`src/rtl/lsu_pkg.sv`:
```
// Shared encodings for the load/store unit: access sizes, FSM states and lane geometry.
package lsu_pkg;

  localparam logic [1:0] SZ_BYTE = 2'b00;
  localparam logic [1:0] SZ_HALF = 2'b01;
  localparam logic [1:0] SZ_WORD = 2'b10;

  typedef enum logic [1:0] {
    IDLE  = 2'b00,
    READ  = 2'b01,
    WRITE = 2'b10,
    RESP  = 2'b11
  } lsu_state_e;

  localparam int LANES  = 4;
  localparam int LANE_W = 8;

endpackage

```
`src/rtl/lsu_lane_align.sv`:
```
// Little-endian lane steering: extracts/extends sub-word loads and merges
// sub-word store data into a previously read word.
module lsu_lane_align
  import lsu_pkg::*;
(
  input  logic [1:0]  size_i,
  input  logic [1:0]  addr_lo_i,
  input  logic        signed_i,
  input  logic [31:0] rdata_i,
  input  logic [31:0] wdata_i,
  output logic [31:0] load_o,
  output logic [31:0] merged_o
);

  logic [4:0]  shamt;
  logic [15:0] shifted;

  always_comb begin
    shamt = '0;
    case (size_i)
      SZ_BYTE: shamt = {addr_lo_i, 3'b000};
      SZ_HALF: shamt = {addr_lo_i[1], 4'b0000};
      default: shamt = '0;
    endcase
  end

  assign shifted = 16'(rdata_i >> shamt);

  always_comb begin
    load_o = rdata_i;
    case (size_i)
      SZ_BYTE: load_o = {{24{signed_i & shifted[7]}}, shifted[7:0]};
      SZ_HALF: load_o = {{16{signed_i & shifted[15]}}, shifted[15:0]};
      default: load_o = rdata_i;
    endcase
  end

  // Each byte lane either keeps the read byte or takes the matching store byte.
  generate
    for (genvar gi = 0; gi < LANES; gi++) begin : g_lane
      localparam logic [1:0] LANE = 2'(gi);
      logic       sel;
      logic [7:0] src;

      always_comb begin
        sel = 1'b0;
        src = '0;
        case (size_i)
          SZ_BYTE: begin
            sel = (addr_lo_i == LANE);
            src = wdata_i[7:0];
          end
          SZ_HALF: begin
            sel = (addr_lo_i[1] == LANE[1]);
            src = wdata_i[LANE_W*(gi%2) +: LANE_W];
          end
          default: begin
            sel = 1'b1;
            src = wdata_i[LANE_W*gi +: LANE_W];
          end
        endcase
      end

      assign merged_o[LANE_W*gi +: LANE_W] = sel ? src : rdata_i[LANE_W*gi +: LANE_W];
    end
  endgenerate

endmodule

```
`src/rtl/load_store_unit.sv`:
```
// Multi-cycle load/store initiator for a single-port word memory; sub-word
// stores become read-modify-write sequences.
module load_store_unit
  import lsu_pkg::*;
#(
  parameter int MEM_WORDS = 5
) (
  input  logic        clk,
  input  logic        reset,
  input  logic        req_valid,
  output logic        req_ready,
  input  logic        req_we,
  input  logic [1:0]  req_size,
  input  logic        req_signed,
  input  logic [31:0] req_addr,
  input  logic [31:0] req_wdata,
  output logic        resp_valid,
  output logic [31:0] resp_rdata,
  output logic        resp_err,
  output logic [31:0] mem_A,
  output logic        mem_WE,
  output logic [31:0] mem_WD,
  input  logic [31:0] mem_RD
);

  localparam logic [29:0] WORD_LIMIT = 30'(MEM_WORDS);

  lsu_state_e  state_q;
  logic        we_q;
  logic        signed_q;
  logic [1:0]  size_q;
  logic [1:0]  addr_lo_q;
  logic [31:0] wdata_q;
  logic        resp_valid_q;
  logic        resp_err_q;
  logic [31:0] resp_rdata_q;
  logic [31:0] mem_a_q;
  logic        mem_we_q;
  logic [31:0] mem_wd_q;

  logic        req_err;
  logic [31:0] load_val;
  logic [31:0] merged;

  assign req_ready  = (state_q == IDLE) && !reset;
  assign resp_valid = resp_valid_q;
  assign resp_rdata = resp_rdata_q;
  assign resp_err   = resp_err_q;
  assign mem_A      = mem_a_q;
  assign mem_WE     = mem_we_q;
  assign mem_WD     = mem_wd_q;

  always_comb begin
    req_err = (req_addr[31:2] >= WORD_LIMIT);
    case (req_size)
      SZ_BYTE: req_err = req_err;
      SZ_HALF: req_err = req_err | req_addr[0];
      SZ_WORD: req_err = req_err | (req_addr[1:0] != 2'b00);
      default: req_err = 1'b1;
    endcase
  end

  lsu_lane_align u_align (
    .size_i    (size_q),
    .addr_lo_i (addr_lo_q),
    .signed_i  (signed_q),
    .rdata_i   (mem_RD),
    .wdata_i   (wdata_q),
    .load_o    (load_val),
    .merged_o  (merged)
  );

  // Memory-side outputs are registered so that reset clears mem_WE at once.
  always_ff @(posedge clk or posedge reset) begin
    if (reset) begin
      state_q      <= IDLE;
      we_q         <= 1'b0;
      signed_q     <= 1'b0;
      size_q       <= SZ_BYTE;
      addr_lo_q    <= 2'b00;
      wdata_q      <= '0;
      resp_valid_q <= 1'b0;
      resp_err_q   <= 1'b0;
      resp_rdata_q <= '0;
      mem_a_q      <= '0;
      mem_we_q     <= 1'b0;
      mem_wd_q     <= '0;
    end else begin
      case (state_q)
        IDLE: begin
          if (req_valid && req_ready) begin
            we_q      <= req_we;
            signed_q  <= req_signed;
            size_q    <= req_size;
            addr_lo_q <= req_addr[1:0];
            wdata_q   <= req_wdata;
            if (req_err) begin
              state_q      <= RESP;
              resp_valid_q <= 1'b1;
              resp_err_q   <= 1'b1;
            end else if (req_we && (req_size == SZ_WORD)) begin
              state_q  <= WRITE;
              mem_a_q  <= {2'b00, req_addr[31:2]};
              mem_we_q <= 1'b1;
              mem_wd_q <= req_wdata;
            end else begin
              state_q <= READ;
              mem_a_q <= {2'b00, req_addr[31:2]};
            end
          end
        end
        READ: begin
          if (we_q) begin
            state_q  <= WRITE;
            mem_we_q <= 1'b1;
            mem_wd_q <= merged;
          end else begin
            state_q      <= RESP;
            mem_a_q      <= '0;
            resp_valid_q <= 1'b1;
            resp_rdata_q <= load_val;
          end
        end
        WRITE: begin
          state_q      <= RESP;
          mem_a_q      <= '0;
          mem_we_q     <= 1'b0;
          mem_wd_q     <= '0;
          resp_valid_q <= 1'b1;
        end
        RESP: begin
          state_q      <= IDLE;
          resp_valid_q <= 1'b0;
          resp_rdata_q <= '0;
          resp_err_q   <= 1'b0;
        end
        default: state_q <= IDLE;
      endcase
    end
  end

endmodule

```
`config.mk`:
```
export PLATFORM = sky130hd
export DESIGN_NAME = load_store_unit
export DESIGN_NICKNAME = d
export VERILOG_FILES = /design/src/rtl/lsu_pkg.sv /design/src/rtl/lsu_lane_align.sv /design/src/rtl/load_store_unit.sv
export SDC_FILE = /design/constraint.sdc
export NUM_CORES = 1
export LEC_CHECK = 0
export ABC_AREA = 1
export BUFFER_PORTS_ARGS = -buffer_cell sky130_fd_sc_hd__buf_2
export CORE_MARGIN = 8
export CORE_UTILIZATION = 44
export CTS_CLUSTER_SIZE = 25
export DETAILED_ROUTE_END_ITERATION = 16
export HOLD_SLACK_MARGIN = 0.15
export PLACE_DENSITY = 0.68
export SLEW_MARGIN = 20
export SYNTH_ARGS = -nofsm -noshare
export SYNTH_HDL_FRONTEND = slang
export SYNTH_SLANG_ARGS = --single-unit
```
`constraint.sdc`:
```
create_clock -name clk -period 8.04 [get_ports clk]
set_clock_uncertainty 0.2 [all_clocks]
set_input_delay 0 -clock clk [delete_from_list [all_inputs] [get_ports clk]]
set_output_delay 0 -clock clk [all_outputs]
set_load 0.03 [all_outputs]
```
==> results.json, run 1 <==
{
  "status": "finished clean",
  "syn_inst": 1083,
  "synth-warning-count": 0,
  "ys.flop_type": "dfrtp_1",
  "synth.area.top_cells": "dfrtp_1, nand2_1, o21ai_0",
  "ff2ff_path_depth": 11,
  "end_kind": "flip-flop",
  "ys_seq_elements": 137,
  "core_um2": 17200,
  "hold_path.class": "in2async",
  "nFillCells": 1531,
  "clk_latency_ns": 0.42,
  "tns_ns": 0,
  "maxSlewHeadroom": 0.336,
  "drtIter0Drc": 992,
  "antenna_found_initial": 4,
  "hold_viol": 0,
  "topRoutingLayerUsed": "met4",
  "wl_um": 28500,
  "p_leak_nw": 5.76,
  "synth_top_area_share": 0.444,
  "die_w_um": 149,
  "rows": 48,
  "arrival_ns": 4.29,
  "required_ns": 8.15,
  "ir_drop_v": 0.000223,
  "worst_pin_slew_ns": 0.989,
  "start_util": 0.448,
  "die_h_um": 149,
  "fp.dieArea_um2": 22100,
  "drive_gt1_frac": 0.190,
  "layout.nets": 1475,
  "cpMostUsedCell": "nor2_4",
  "cp_cell_sequence": "inv_1, ha_1, inv_2, nor2_4, nand2_2, inv_2, nor2_4, nor2_4, nand3_2, nand2_1, nand2_1",
  "port_buffers": 200,
  "fin_util": 0.612,
  "io_pins": 203,
  "wl_met1_um": 12100,
  "grt_usage": 0.261,
  "path_clk_slew_ns": 0.06,
  "routed_via_density": 5.30,
  "yosysTopAreaCell": "dfrtp_1",
  "wl_met2_um": 12800,
  "route.detailed.drc": 0,
  "clock_sinks": 137,
  "ys_async_sr_fraction": 1.00,
  "max_freq_mhz": 239,
  "critPathSlowestCell": "inv_2",
  "grt_pass1_vias": 8200,
  "vias": 8516,
  "hold_ws_ns": 0.115,
  "grt_pass1_wl_um": 45500,
  "dp_hpwl_um": 19200,
  "cts_tree": "done",
  "fin_crit_ns": 4.18,
  "drtAntennaViolNets": 0,
  "routabilityCongestion": 0.926,
  "wl_met3_um": 2530,
  "area_growth_syn_to_layout_pct": 36.6,
  "synth_edf_count": 0,
  "cp_max_fo": 45,
  "drv_slew": 0,
  "slowest_delay_ns": 0.69,
  "yosysSeqAreaShare": 0.444,
  "ys_top_cells_by_count": "nand2_1, dfrtp_1, o21ai_0, inv_1, nor2_1",
  "synthesis.area_um2": 7730,
  "dpl.cell_count": 1448,
  "timing.rr.start": "state_q[0]",
  "synth.avg_cell_area_um2": 7.14,
  "dr.pass1.iters": 6,
  "netlist-cell-type-count": 33,
  "r2r-end": "mem_WD[4]",
  "cts-root-buf": "clkbuf_16",
  "power.total_mw": 4.46,
  "grt_max_degree": 81,
  "ctsHtreeMaxLevel": 4,
  "regArea_um2": 3430,
  "clock_path_buffers": 2,
  "power_density_nw_per_um2": 422,
  "start_kind": "flip-flop",
  "r2r_slack_ns": 3.86,
  "cts_made_buffers": 17,
  "grt_setup_unrepaired": "false",
  "setup_violations": 0,
  "max-cap-violations": 0,
  "yosys.cell_count.top_type": "nand2_1",
  "wl_per_cell_um": 17.8,
  "critical_path_class": "reg2reg",
  "final.period_utilization": 0.520,
  "multi_input_area_um2": 3570,
  "gr-total-overflow": 0,
  "fin_cells": 1606
}
## worst max path at each step
| stage | from | endpoint | slack, ns | cells after the start |
|---|---|---|---|---|
| 2_1_floorplan | reset | addr_lo_q[0] | 4.17 | 1 |
| 3_3_place_gp | state_q[0] | mem_WD[7] | 4.00 | 11 |
| 3_5_place_dp | state_q[0] | mem_WD[13] | 3.87 | 11 |
| 4_1_cts | state_q[0] | mem_WD[13] | 3.87 | 11 |
| 5_1_grt | state_q[0] | mem_WD[30] | 3.45 | 11 |
| 6_report | state_q[0] | mem_WD[4] | 3.86 | 11 |
## layout make-up
type / instances / area share
Clock buffer: 18 / 0.0407
Timing Repair Buffer: 329 / 0.216
Inverter: 103 / 0.0371
Antenna cell: 4 / 0.000948
Sequential cell: 137 / 0.325
Multi-Input combinational cell: 776 / 0.338
Clock inverter: 14 / 0.0162
Tap cell: 225 / 0.0267
## sequential cells by signal, summed over array words and instances, names as in the netlist
signal / cells
we_q: 1
mem_A: 30
wdata_q: 32
state_q: 2
resp_err: 1
signed_q: 1
addr_lo_q: 2
mem_WE: 1
resp_rdata: 32
mem_WD: 32
resp_valid: 1
size_q: 2
## metal layers
metal | global-route usage | up-vias
met5 | 0 | -
met4 | 0.122 | 0
li1 | - | 4055
met2 | 0.393 | 447
met1 | 0.351 | 3932
met3 | 0.0559 | 82
## critical path: cells and delay by family, from the launching register on
kind	cells	cell delay, ns
flip-flops	1	0.40
AND/OR/NAND/NOR	7	2.29
adder cells (fa/ha/maj)	1	0.24
buffers and inverters	3	0.92
## cell families after synthesis
group,count (synthesis),share of synthesized area
fa+ha+maj,8,0.0130
other cells,1,0.000485
buf+inv,171,0.0955
simple gates,580,0.317
compound gates,186,0.130
flops,137,0.444
## cells in the final DEF (no fill, tap or decap), types with 7 or more instances in the layout
master,instances
nand2_1,387
a21oi_1,37
o21ai_1,13
o211ai_1,15
buf_2,200
dlygate4sd3_1,122
nand3_1,21
nand4_1,65
inv_1,95
clkbuf_16,17
ha_1,8
buf_4,7
nor2_1,89
o21ai_0,111
dfrtp_1,137
## repair_timing
item / in CTS / in global routing
hold endpoints to repair: 215 / 0
setup buffers: 0 / 0
resized for setup: 0 / 0
hold buffers: 122 / 0
## metrics by stage
| stage | worst slack, ns | cell area [µm²] |
|---|---|---|
| global route | 3.45 | 10600 |
| detailed placement | 3.87 | 8720 |
| CTS | 3.87 | 10500 |
| floorplan | 4.17 | 7730 |
| finish | 3.86 | 10600 |
| global placement | 4.00 | 8720 |
## power breakdown
| part | internal (mW) | switching, mW | total [mW] |
|---|---|---|---|
| clock | 0.490 | 0.317 | 0.807 |
| sequential | 0.975 | 0.176 | 1.15 |
| combinational | 0.706 | 1.79 | 2.50 |
| total | 2.17 | 2.29 | 4.46 |
Note: power is estimated with default switching activity, not from simulation.
==> run 2, diff against run 1 <==
--- a/config.mk
+++ b/config.mk
@@ -5,14 +5,14 @@
 export SDC_FILE = /design/constraint.sdc
 export NUM_CORES = 1
 export LEC_CHECK = 0
-export ABC_AREA = 1
+export ABC_AREA = 0
 export BUFFER_PORTS_ARGS = -buffer_cell sky130_fd_sc_hd__buf_2
 export CORE_MARGIN = 8
 export CORE_UTILIZATION = 44
 export CTS_CLUSTER_SIZE = 25
 export DETAILED_ROUTE_END_ITERATION = 16
 export HOLD_SLACK_MARGIN = 0.15
-export PLACE_DENSITY = 0.68
+export PLACE_DENSITY = 0.72
 export SLEW_MARGIN = 20
 export SYNTH_ARGS = -nofsm -noshare
 export SYNTH_HDL_FRONTEND = slang
==> constraint.sdc (replaced) <==
create_clock -name clk -period 3.4 [get_ports clk]
set_clock_uncertainty 0.2 [all_clocks]
set_input_delay 0 -clock clk [delete_from_list [all_inputs] [get_ports clk]]
set_output_delay 0 -clock clk [all_outputs]
set_load 0.03 [all_outputs]
==> results.json, run 2 <==
{
  "worst_slack_ns": 0.712,
  "cts-root-buf": "clkbuf_16",
  "grt_usage": 0.250,
  "hold_viol": 0,
  "io_pins": 203,
  "ys_top_cells_by_count": "dfrtp_1, nand2_1, o21ai_0, nor2_1, o221ai_1",
  "multi_input_area_um2": 3440,
  "required_ns": 3.52,
  "grt_pass1_wl_um": 39800,
  "grt_setup_unrepaired": "false",
  "dp_hpwl_um": 16800,
  "p_int_mw": 6.03,
  "ys_async_sr_fraction": 1.00,
  "gr-total-overflow": 0,
  "power.total_mw": 11.1,
  "hold_buffers": 136,
  "fp.dieArea_um2": 20900,
  "final.period_utilization": 0.791,
  "ys.flop_type": "dfrtp_1",
  "end_kind": "flip-flop",
  "hold_path.class": "in2reg",
  "port_buffers": 200,
  "cp-startpoint": "state_q[0]",
  "grt_pass1_vias": 7433,
  "dr.pass1.iters": 8,
  "final_common_cell": "buf_2",
  "final_cell_mix": "buf_2, dfrtp_1, dlygate4sd3_1",
  "critical_path_class": "reg2reg",
  "timing.rr.start": "state_q[0]",
  "synth-warning-count": 0,
  "synth.area.top_cells": "dfrtp_1, mux2_4, o221ai_1",
  "grt_max_degree": 74,
  "postCtsSetupRepairBufs": 0,
  "clkPwrFrac": 0.162,
  "min_from": "req_signed",
  "dpl_worst_slack_ns": 0.792,
  "cts_made_buffers": 17,
  "critPathSlowestCell": "nand2_2",
  "regArea_um2": 3430,
  "core_um2": 16300,
  "clock_sinks": 137,
  "routed_via_density": 5.48,
  "clock_path_buffers": 2,
  "cts_resized": 0,
  "clk_latency_ns": 0.43,
  "rows": 47,
  "start_util": 0.444,
  "start_kind": "flip-flop",
  "ir_drop_v": 0.000578,
  "cp_max_fo": 28,
  "route.detailed.drc": 0,
  "netlist-cell-type-count": 45,
  "antenna_found_initial": 1,
  "design_area_um2": 10400,
  "p_sw_frac": 0.454,
  "drv_slew": 0,
  "cp_cell_sequence": "inv_1, ha_2, a21boi_0, buf_4, nor3_1, a31oi_1, nand2_2, buf_12, o221ai_1, o21a_1",
  "synth_edf_count": 0,
  "power_density_nw_per_um2": 1060,
  "yosysTopAreaCell": "dfrtp_1",
  "yosysSeqAreaShare": 0.472,
  "dpl_cell_area_um2": 8470,
  "wl_per_cell_um": 19.5,
  "syn_inst": 750,
  "cts_tree": "done",
  "die_w_um": 144,
  "area_growth_syn_to_layout_pct": 43.3,
  "drtIter0Drc": 702,
  "synth_top_area_share": 0.472,
  "fin_crit_ns": 2.69,
  "max-cap-violations": 0,
  "arrival_ns": 2.81,
  "switchingPower_mw": 5.02,
  "drtAntennaViolNets": 0,
  "yosys.cell_count.top_type": "dfrtp_1",
  "status": "finished clean",
  "seqPwrFrac": 0.262,
  "synthesis.area_um2": 7260,
  "wl_um": 25500,
  "fin_util": 0.636,
  "ys_seq_elements": 137,
  "maxSlewHeadroom": 0.399,
  "routabilityCongestion": 0.885,
  "hold_ws_ns": 0.186,
  "drive_gt1_frac": 0.293,
  "worst_pin_slew_ns": 0.902,
  "vias": 7170,
  "p_comb_frac": 0.576,
  "setup_violations": 0,
  "ctsHtreeMaxLevel": 4,
  "path_clk_slew_ns": 0.06,
  "synth.avg_cell_area_um2": 9.68,
  "slowest_delay_ns": 0.43,
  "nFillCells": 1329,
  "die_h_um": 144,
  "p_leak_nw": 5.10,
  "layout.nets": 1183,
  "max_freq_mhz": 372
}
-- run 2: cell count changes in the layout (fill, tap and decap cells not counted), moves of 31 or more --
cell and change:
nand2_1 -285, nand4_1 -64, inv_1 -55, o21ai_0 -51
o221ai_1 +44, o21a_1 +35, nor2b_1 +34, nor2_1 -31
-- run 2: worst max-delay path, delay by kind of cell (launching register included) --
family	cells	cell delay, ns
AO/OA/AOI/OAI	4	0.62
AND/OR/NAND/NOR	2	0.62
buffers and inverters	3	0.51
flip-flops	1	0.39
adder cells (fa/ha/maj)	1	0.23
-- run 2: kinds of logic (layout without fill, tap and decap cells) --
group | count (synthesis) | count (layout) | synth area share
AO/OA/AOI/OAI | 227 | 227 | 0.213
adder cells (fa/ha/maj) | 8 | 8 | 0.0138
buffers and inverters | 96 | 430 | 0.0560
flip-flops | 137 | 137 | 0.472
multiplexers | 62 | 62 | 0.110
other | 1 | 6 | 0.000517
AND/OR/NAND/NOR | 219 | 219 | 0.134
-- run 2: power by group through the flow --
stage	clock, mW	sequential, mW	combinational (mW)
global route	1.87	2.98	6.90
floorplan	0	3.70	3.70
CTS	1.81	2.87	6.31
finish	1.79	2.90	6.37
detailed placement	0	2.89	5.91
global placement	0	2.87	5.81
-- run 2: area by class of cell --
| class | count | share of cell area |
|---|---|---|
| diodes | 4 | 0.000962 |
| inverters | 42 | 0.0155 |
| flip-flops and latches | 137 | 0.330 |
| repair buffers | 356 | 0.243 |
| multi-input cells | 518 | 0.331 |
| clock inverters | 14 | 0.0119 |
| clock buffers | 18 | 0.0422 |
| well taps | 220 | 0.0265 |
-- run 2: final timing paths --
path / slack (ns) / to / depth (start not counted)
hold / removal: 0.19 / signed_q / 3
min in group asynchronous: 0.25 / mem_A[10] / 4
setup / recovery: 0.71 / mem_WD[14] / 10
max in group asynchronous: 1.33 / resp_rdata[4] / 5
setup reg to reg: 0.71 / mem_WD[14] / 10
hold reg to reg: 0.27 / resp_rdata[31] / 2
-- run 2: layer usage --
layer / vias up / GRT usage / wire length [µm]
met5: - / 0 / 0
met4: 0 / 0.157 / 1430
met3: 115 / 0.0792 / 2330
met2: 381 / 0.393 / 12200
met1: 3377 / 0.290 / 9620
li1: 3297 / - / -
-- run 2: per-stage QoR --
step	cells	TNS, ns
after global routing	1306	0
after detailed placement	1137	0
after CTS	1305	0
after global placement	1137	0
final	1309	0
after floorplan	751	-31.70
==> run 3, diff against run 2 <==
==> constraint.sdc (replaced) <==
create_clock -name clk -period 2.4 [get_ports clk]
set_clock_uncertainty 0.2 [all_clocks]
set_input_delay 0 -clock clk [delete_from_list [all_inputs] [get_ports clk]]
set_output_delay 0 -clock clk [all_outputs]
set_load 0.03 [all_outputs]
==> results.json, run 3 (synthesis results as in run 2) <==
{
  "status": "finished, violations left",
  "violations": "setup timing",
  "clock_path_buffers": 2,
  "grt_setup_unrepaired": "true",
  "clock_sinks": 137,
  "cp_max_fo": 7,
  "p_leak_nw": 5.06,
  "max-cap-violations": 0,
  "routed_via_density": 5.56,
  "final.period_utilization": 1.01,
  "dr.pass1.iters": 7,
  "worst_slack_ns": -0.0137,
  "ctsHtreeMaxLevel": 4,
  "power.total_mw": 16.0,
  "grt_max_degree": 138,
  "final_cell_mix": "buf_2, dfrtp_1, dlygate4sd3_1",
  "max_freq_mhz": 414,
  "drv_slew": 0,
  "start_util": 0.444,
  "layout.nets": 1162,
  "io_pins": 203,
  "fp.dieArea_um2": 20900,
  "arrival_ns": 2.52,
  "rows": 47,
  "power_density_nw_per_um2": 1540,
  "drtIter0Drc": 784,
  "hold_ws_ns": 0.194,
  "die_w_um": 144,
  "dp_hpwl_um": 16700,
  "maxSlewHeadroom": 0.501,
  "drtAntennaViolNets": 0,
  "clk_latency_ns": 0.42,
  "wl_um": 25300,
  "antenna_found_initial": 4,
  "port_buffers": 200,
  "route.detailed.drc": 0,
  "grt_usage": 0.239,
  "vias": 7166,
  "cts_made_buffers": 17,
  "fin_crit_ns": 2.41,
  "setup_violations": 18,
  "design_area_um2": 10400,
  "routabilityCongestion": 0.867,
  "grt_pass1_wl_um": 38400,
  "cts_tree": "done",
  "critical_path_class": "in2reg",
  "drive_gt1_frac": 0.316,
  "worst_pin_slew_ns": 0.749,
  "core_um2": 16300,
  "die_h_um": 144,
  "path_clk_slew_ns": 0.06,
  "area_growth_syn_to_layout_pct": 43.4,
  "hold_viol": 0,
  "start_kind": "input pin",
  "gr-total-overflow": 0,
  "wl_per_cell_um": 19.6,
  "end_kind": "flip-flop",
  "final_common_cell": "buf_2",
  "ir_drop_v": 0.000826,
  "dpl_cell_area_um2": 8600,
  "cts-root-buf": "clkbuf_16",
  "grt_pass1_vias": 7194,
  "hold_path.class": "in2reg",
  "required_ns": 2.50
}
==> run 3: cell count changes in the layout (fill, tap and decap cells not counted), sizes merged <==
| cell | previous run | this run |
|---|---|---|
| inv | 43 | 42 |
| bufinv | 1 | 3 |
| clkbuf | 18 | 20 |
| clkinv | 7 | 6 |
| dlygate4sd3 | 136 | 108 |
| clkinvlp | 5 | 4 |
| buf | 220 | 226 |
| diode | 4 | 6 |
==> run 3: final cells by class <==
type,instances,area (µm²)
Sequential cell,137,3430
Fill cell,1310,5940
Clock inverter,13,170
Antenna cell,6,15.0
Tap cell,220,275
Timing Repair Buffer,335,2400
Inverter,42,161
Multi-Input combinational cell,518,3520
Clock buffer,19,443
==> run 3: worst max-delay path: stages <==
cell	delay (ns)
dlygate4sd3_1	0.54
buf_2	0.14
nor4_2	0.32
and3_1	0.26
a21oi_2	0.08
o21a_1	0.19
or4_4	0.49
clkbuf_16	0.20
mux2_4	0.30
==> run 3: final timing paths <==
kind,from,endpoint,slack (ns),depth (start not counted)
max in group asynchronous,reset,wdata_q[12],1.24,4
setup / recovery,req_addr[20],mem_A[27],-0.01,9
hold reg to reg,resp_rdata[16],resp_rdata[16],0.27,2
hold / removal,req_wdata[23],wdata_q[23],0.19,4
min in group asynchronous,reset,resp_err,0.20,4
setup reg to reg,state_q[0],we_q,0.05,6
==> run 3: power breakdown <==
group	switching [mW]	internal, mW	total (mW)	leakage [nW]
Sequential	0.729	3.37	4.10	1.72
Clock	1.05	1.67	2.72	0.290
Combinational	5.42	3.76	9.18	3.04
Total	7.19	8.80	16.0	5.06
==> run 3: through the flow <==
step	instances	worst slack, ns	TNS, ns	utilization
after floorplan	751	-1.56	-96.59	-
after CTS	1284	0.000395	0	0.629
after global placement	1145	0.0879	0	0.526
after detailed placement	1145	0.0380	0	0.526
after global routing	1288	-0.0378	-0.891	0.636
final	1290	-0.0137	-0.0838	0.637
==> run 3: layer usage <==
metal	up-vias	track usage	share of wire
li1	3276	-	-
met1	3391	0.295	0.39
met2	390	0.373	0.48
met3	109	0.0614	0.087
met4	0	0.136	0.049
met5	-	0	0
==> run 3: repair_timing <==
item	4_1_cts	5_1_grt
hold buffers	107	2
hold endpoints to repair	273	3
setup endpoints to repair	0	67
setup buffers	0	1
resized for setup	0	16
